**src/rtl/alu_exec_unit.sv**
```systemverilog
// Execute-stage ALU: single-cycle arithmetic/logic/branch compares plus
// bit-serial shifts. Ports: clk, rst (async active-low), flush, in_valid/
// in_ready + alu_op/op_a/op_b request side, out_valid/out_ready + result/
// zero/branch_taken/illegal_op response side.
`timescale 1ns/1ps

package alu_pkg;
    localparam logic [4:0] EXE_ADD_OP  = 5'h00;
    localparam logic [4:0] EXE_SUB_OP  = 5'h01;
    localparam logic [4:0] EXE_AND_OP  = 5'h02;
    localparam logic [4:0] EXE_OR_OP   = 5'h03;
    localparam logic [4:0] EXE_SLT_OP  = 5'h04;
    localparam logic [4:0] EXE_SLL_OP  = 5'h05;
    localparam logic [4:0] EXE_SRL_OP  = 5'h06;
    localparam logic [4:0] EXE_BEQ_OP  = 5'h08;
    localparam logic [4:0] EXE_BNE_OP  = 5'h09;
    localparam logic [4:0] EXE_BLT_OP  = 5'h0A;
    localparam logic [4:0] EXE_BGE_OP  = 5'h0B;
    localparam logic [4:0] EXE_BLTU_OP = 5'h0C;
    localparam logic [4:0] EXE_BGEU_OP = 5'h0D;
endpackage

module alu_exec_unit
    import alu_pkg::*;
#(
    parameter int XLEN    = 32,
    parameter int SHAMT_W = 5
) (
    input  logic            clk,
    input  logic            rst,
    input  logic            flush,
    input  logic            in_valid,
    output logic            in_ready,
    input  logic [4:0]      alu_op,
    input  logic [XLEN-1:0] op_a,
    input  logic [XLEN-1:0] op_b,
    output logic            out_valid,
    input  logic            out_ready,
    output logic [XLEN-1:0] result,
    output logic            zero,
    output logic            branch_taken,
    output logic            illegal_op
);

    typedef enum logic [1:0] {
        S_IDLE,
        S_SHIFT,
        S_DONE
    } state_e;

    state_e              state_q, state_d;
    logic [XLEN-1:0]     res_q, res_d;
    logic [XLEN-1:0]     sh_q, sh_d;
    logic [SHAMT_W-1:0]  cnt_q, cnt_d;
    logic                left_q, left_d;
    logic                br_q, br_d;
    logic                ill_q, ill_d;

    logic [XLEN-1:0]     diff;
    logic [XLEN-1:0]     sh_nxt;
    logic [SHAMT_W-1:0]  shamt;
    logic                lt_s;
    logic                lt_u;

    assign diff   = op_a - op_b;
    assign lt_s   = $signed(op_a) < $signed(op_b);
    assign lt_u   = op_a < op_b;
    assign shamt  = op_b[SHAMT_W-1:0];
    assign sh_nxt = left_q ? {sh_q[XLEN-2:0], 1'b0}
                           : {1'b0, sh_q[XLEN-1:1]};

    always_comb begin
        state_d = state_q;
        res_d   = res_q;
        sh_d    = sh_q;
        cnt_d   = cnt_q;
        left_d  = left_q;
        br_d    = br_q;
        ill_d   = ill_q;
        if (flush) begin
            // Abort wins over everything; result/flags are left as they were.
            state_d = S_IDLE;
        end else begin
            unique case (state_q)
                S_IDLE: begin
                    if (in_valid) begin
                        br_d    = 1'b0;
                        ill_d   = 1'b0;
                        state_d = S_DONE;
                        case (alu_op)
                            EXE_ADD_OP:  res_d = op_a + op_b;
                            EXE_SUB_OP:  res_d = diff;
                            EXE_AND_OP:  res_d = op_a & op_b;
                            EXE_OR_OP:   res_d = op_a | op_b;
                            EXE_SLT_OP:  res_d = {{(XLEN-1){1'b0}}, lt_s};
                            EXE_BEQ_OP:  begin res_d = diff; br_d = (op_a == op_b); end
                            EXE_BNE_OP:  begin res_d = diff; br_d = (op_a != op_b); end
                            EXE_BLT_OP:  begin res_d = diff; br_d = lt_s;  end
                            EXE_BGE_OP:  begin res_d = diff; br_d = ~lt_s; end
                            EXE_BLTU_OP: begin res_d = diff; br_d = lt_u;  end
                            EXE_BGEU_OP: begin res_d = diff; br_d = ~lt_u; end
                            EXE_SLL_OP, EXE_SRL_OP: begin
                                sh_d   = op_a;
                                cnt_d  = shamt;
                                left_d = (alu_op == EXE_SLL_OP);
                                if (shamt == '0) begin
                                    res_d = op_a;
                                end else begin
                                    state_d = S_SHIFT;
                                end
                            end
                            default: begin
                                res_d = '0;
                                ill_d = 1'b1;
                            end
                        endcase
                    end
                end
                S_SHIFT: begin
                    sh_d  = sh_nxt;
                    cnt_d = cnt_q - {{(SHAMT_W-1){1'b0}}, 1'b1};
                    if (cnt_q == {{(SHAMT_W-1){1'b0}}, 1'b1}) begin
                        res_d   = sh_nxt;
                        state_d = S_DONE;
                    end
                end
                S_DONE: begin
                    if (out_ready) state_d = S_IDLE;
                end
                default: state_d = S_IDLE;
            endcase
        end
    end

    always_ff @(posedge clk or negedge rst) begin
        if (!rst) begin
            state_q <= S_IDLE;
            res_q   <= '0;
            sh_q    <= '0;
            cnt_q   <= '0;
            left_q  <= 1'b0;
            br_q    <= 1'b0;
            ill_q   <= 1'b0;
        end else begin
            state_q <= state_d;
            res_q   <= res_d;
            sh_q    <= sh_d;
            cnt_q   <= cnt_d;
            left_q  <= left_d;
            br_q    <= br_d;
            ill_q   <= ill_d;
        end
    end

    assign in_ready     = (state_q == S_IDLE);
    assign out_valid    = (state_q == S_DONE);
    assign result       = res_q;
    assign zero         = (res_q == '0);
    assign branch_taken = br_q;
    assign illegal_op   = ill_q;

endmodule

```
**config.mk**
```make
export PLATFORM = sky130hd
export DESIGN_NAME = alu_exec_unit
export DESIGN_NICKNAME = d
export VERILOG_FILES = /design/src/rtl/alu_exec_unit.sv
export SDC_FILE = /design/constraint.sdc
export NUM_CORES = 1
export LEC_CHECK = 0
export ABC_AREA = 1
export CORE_MARGIN = 8
export CORE_UTILIZATION = 50
export CTS_CLUSTER_SIZE = 20
export DETAILED_ROUTE_END_ITERATION = 10
export PLACE_DENSITY = 0.74
export RECOVER_POWER = 100
export REMOVE_ABC_BUFFERS = 1
export SETUP_SLACK_MARGIN = 0.2
export SYNTH_ARGS = -nofsm -noshare
export SYNTH_HDL_FRONTEND = slang
export SYNTH_SLANG_ARGS = --single-unit
```
**constraint.sdc**
```tcl
create_clock -name clk -period 1.5 [get_ports clk]
set_input_delay 0.3 -clock clk [delete_from_list [all_inputs] [get_ports clk]]
set_output_delay 0.3 -clock clk [all_outputs]
set_load 0.02 [all_outputs]
```
==> results.py, run 1 <==
metrics = {
    "status": {
        "status": "stopped before the end",
        "haltStage": "clock tree synthesis",
        "error_line": "[ERROR DPL-0033] detailed placement checks failed during check placement.",
    },
    "clock_tree": {
        "h-tree-depth": 3,
        "clockBufferDepth": 2,
        "post_cts_resized": 1543,
        "cts_hold_buf": 1,
        "cts_sinks": 74,
        "cts_made_buffers": 9,
        "cts_setup_buffers": 138,
        "cts_root_buffer": "clkbuf_16",
    },
    "place": {
        "port_buffers": 110,
        "gp_congestion": 1.04,
        "dp.cells": 2493,
        "dp_hpwl_um": 36000,
        "dpl_cell_area_um2": 14600,
    },
    "synth": {
        "ys_types": 48,
        "synth_warnings": 0,
        "synth_cells": 1781,
        "synth-seq-area-share_pct": 17.9,
        "avgSynthCellArea_um2": 5.82,
        "syn_area_um2": 10400,
        "ys_ff_latch": 74,
    },
    "floorplan": {
        "start_util_pct": 51.1,
        "die_w_um": 160,
        "chipHeight_um": 160,
        "rows": 52,
        "ios": 111,
    },
}
[cells in the mapped netlist, drive strengths merged]
cell / instances / area, um2
nand4: 17 / 106
nand3: 155 / 786
a21boi: 1 / 7.51
nor3: 13 / 70.1
fa: 2 / 40.0
inv: 341 / 1280
ha: 110 / 1380
dfrtp: 74 / 1850
and3: 3 / 18.8
buf: 58 / 350
clkinv: 3 / 11.3
a22oi: 10 / 75.1
nand2: 505 / 1910
o32ai: 1 / 8.76
or2: 3 / 18.8
xor2: 3 / 26.3
xnor2: 1 / 8.76
o22ai: 45 / 282
or4: 2 / 15.0
nor4: 9 / 56.3
o21ai: 92 / 460
o21a: 2 / 15.0
o31ai: 2 / 15.0
o221ai: 5 / 43.8
a221oi: 4 / 35.0
o21bai: 6 / 45.0
a31oi: 14 / 103
a21oi: 100 / 515
o211ai: 3 / 22.5
o311ai: 1 / 8.76
a22o: 1 / 8.76
clkbuf: 9 / 35.0
nor2: 186 / 757
[kinds of logic after synthesis]
group	after synthesis	share of synthesized area, %
buffers and inverters	411	16.2
and+or+nand+nor	893	36.1
AOI/OAI and AO/OA	287	15.9
DFF	74	17.9
adders and majority gates	112	13.7
xor gates and xnor gates	4	0.338
[metrics by stage]
stage | hold WS, ps | worst slack, ps | setup TNS [ps]
floorplan | 4.41 | -1820 | -87700
detailed placement | 220 | -1550 | -66700
global placement | 215 | -1520 | -63730
==> run 2: changes to the inputs <==
- CORE_UTILIZATION: 50 -> 35
- CTS_CLUSTER_SIZE: 20 -> default
- PLACE_DENSITY: 0.74 -> default
- PLACE_DENSITY_LB_ADDON: default -> 0.15
- SETUP_SLACK_MARGIN: 0.2 -> default
- clock period: 1.5 -> 1.95 ns (I/O delays scaled with it)
==> results.py, run 2 <==
metrics = {
    "clock_tree": {
        "cts_made_buffers": 9,
        "cts_tree": "yes",
        "clockBufferDepth": 2,
        "clk_latency_ps": 350,
        "h-tree-depth": 3,
        "cts.clk_slew.worst_paths_ps": 60,
        "cts_root_buffer": "clkbuf_16",
        "cts_sinks": 74,
    },
    "cells_and_area": {
        "nNetsFinal": 2525,
        "final_cell_mix": "buf_4, nand2_1, inv_1",
        "num_antenna_cells": 0,
        "drive_gt1_share_pct": 49.4,
        "final_common_cell": "buf_4",
        "final_area_um2": 18400,
        "syn_to_final_growth_pct": 77.3,
        "stdcell_count": 2734,
    },
    "drt": {
        "wl_per_cell_um": 17.9,
        "route.detailed.drc": 0,
        "dr.first_iter.drc_count": 1042,
        "vias_per_cell": 5.07,
        "dr_wl_met2_um": 22400,
        "dr_wl_met3_um": 2830,
        "drt-met1-wl_um": 22400,
        "firstDrtPassIters": 5,
        "drtAntennaViolNets": 0,
        "via_count": 13900,
        "postRouteWirelength_um": 49000,
        "highest_layer": "met4",
    },
    "power_and_ir_drop": {
        "pwr-share-seq_pct": 22.9,
        "p_sw_mw": 4.72,
        "power.density_nw_per_um2": 604,
        "p_leak_nw": 9.56,
        "netSwitchingFraction_pct": 42.5,
        "ir_drop_v": 0.000450,
        "p_int_mw": 6.39,
        "comb_power_share_pct": 59.0,
        "pwr-share-clk_pct": 18.1,
    },
    "place": {
        "dpl_cell_area_um2": 14800,
        "dp_hpwl_um": 38600,
        "port_buffers": 110,
        "gp_congestion": 0.946,
        "dp.cells": 2630,
    },
    "floorplan": {
        "die_w_um": 188,
        "ios": 111,
        "rows": 63,
        "chipHeight_um": 188,
        "core_um2": 29400,
        "start_util_pct": 35.3,
        "dieArea_um2": 35400,
    },
    "setup_path": {
        "crit_type": "reg2out",
        "path_max_fanout": 2,
        "critPathArrivalTime_ps": 1860,
        "critPathLaunchType": "register",
        "end_kind": "output port",
        "worstPathRequired_ps": 1560,
    },
    "synth": {
        "yosys.cell_count.top_type": "nand2_1",
        "ys_ff_latch": 74,
        "netlist_top_cells_area": "nand2_1, dfrtp_1, ha_1",
        "synthTopCellsByCount": "nand2_1, inv_1, nor2_1, nand3_1, ha_1",
        "synth_top_area_cell": "nand2_1",
        "synth_warnings": 0,
        "synth.top_cell.area_share_pct": 18.0,
        "ys.flop_type": "dfrtp_1",
        "ys_types": 48,
        "ys_async_sr_fraction_pct": 100,
        "synth_edf_count": 0,
        "avgSynthCellArea_um2": 5.82,
        "synth-seq-area-share_pct": 17.9,
        "syn_area_um2": 10400,
        "synth_cells": 1781,
    },
    "sta": {
        "fin_skew_ps": 7.47,
        "fmax_ghz": 0.444,
        "whs_ps": 176,
        "period_needed_ps": 2250,
        "grt_setup_unrepaired": "yes",
        "finalWorstSetupSlack_ps": -303,
        "tightest_slew_ps": 957,
        "hold_violations": 0,
        "slew_viol_final": 0,
        "finalCritPeriodShare_pct": 116,
        "slew_headroom_pct": 36.2,
        "setup_violations": 45,
    },
    "global_route": {
        "track_usage_pct": 26.2,
        "grt-ovfl-total": 0,
        "grt_max_degree": 35,
        "grt_pass1_wl_um": 72900,
        "grt_pass1_vias": 13200,
        "grt_antenna_before_repair": 0,
    },
    "hold_path": {
        "hold_class": "in2async",
    },
    "status": {
        "violations": "negative setup slack",
        "status": "finished, violations left",
    },
    "run": {
        "cap_violations": 0,
    },
}
run 2: what timing repair did:
| item | 4_1_cts | 5_1_grt |
|---|---|---|
| setup endpoints to repair | 68 | 62 |
| endpoints found under the hold margin | 0 | 0 |
| pin swaps | 151 | 194 |
| cloned | 0 | 0 |
| hold buffers | 0 | 0 |
| setup buffers | 46 | 44 |
| gates resized for setup | 628 | 405 |
run 2: area by class of cell:
type,instances,area (um2)
fillers,2788,11000
multi-input cells,1296,9410
repair buffers,614,4960
flip-flops and latches,74,1850
inverters,344,1330
well taps,390,488
clock buffers,12,246
clock inverters,4,98.8
run 2: per-stage QoR:
| step | power, mW | worst slack, ps | utilization [%] | setup TNS, ps |
|---|---|---|---|---|
| after floorplan | 4.99 | -1390 | - | -56450 |
| after global placement | 7.85 | -1200 | 50.5 | -48930 |
| after detailed placement | 7.89 | -1200 | 50.5 | -49720 |
| after CTS | 10.6 | -420 | 58.1 | -502 |
| after global routing | 11.8 | -362 | 62.5 | -8630 |
| final | 11.1 | -303 | 62.5 | -3030 |
run 2: logic make-up (layout without fill, tap and decap cells):
kind of cell	Yosys count	after routing	share of synthesized area, %
compound gates	287	287	15.9
xor+xnor	4	4	0.338
fa+ha+maj	112	112	13.7
buf+inv	411	974	16.2
flops	74	74	17.9
simple gates	893	893	36.1
run 2: worst max-delay path, cell delays in order, from the launching register on:
cell and delay, ps:
dfrtp_1 390, nor4_2 270, buf_4 150, nand4_1 210
nor4_2 290, buf_4 210
run 2: path summary, 6_finish.rpt:
| check | start | end | slack, ps | depth (start not counted) |
|---|---|---|---|---|
| worst max-delay path | result[26]$_DFFE_PN0P_ | zero | -300 | 5 |
| worst min-delay path | rst | result[6]$_DFFE_PN0P_ | 180 | 1 |
| worst max register to register | state_q[1]$_DFFE_PN0P_ | result[30]$_DFFE_PN0P_ | 70 | 9 |
| worst min register to register | illegal_op$_DFFE_PN0P_ | illegal_op$_DFFE_PN0P_ | 480 | 2 |
| max in group asynchronous | rst | result[20]$_DFFE_PN0P_ | 400 | 2 |
| min in group clk | op_b[4] | cnt_q[4]$_DFFE_PN0P_ | 440 | 4 |
run 2: power by group through the flow:
stage / registers [mW] / logic [mW] / clock network, mW
floorplan: 2.82 / 2.17 / 0
global placement: 2.53 / 5.32 / 0
detailed placement: 2.54 / 5.35 / 0
CTS: 2.54 / 6.04 / 2.02
global route: 2.62 / 7.07 / 2.07
finish: 2.55 / 6.56 / 2.01
run 2: per-layer routing:
layer / track usage [%] / vias to the layer above
met2: 41.4 / 423
met3: 4.49 / 88
met5: 0 / -
li1: - / 6765
met1: 35.8 / 6590
met4: 7.94 / 0
Note: power is estimated with default switching activity, not from simulation.
==> run 3: changes to the inputs <==
- CAP_MARGIN: default -> 20
==> results of run 3 <==
Same layout as run 2: the final DEF is identical, and so are final timing and power.
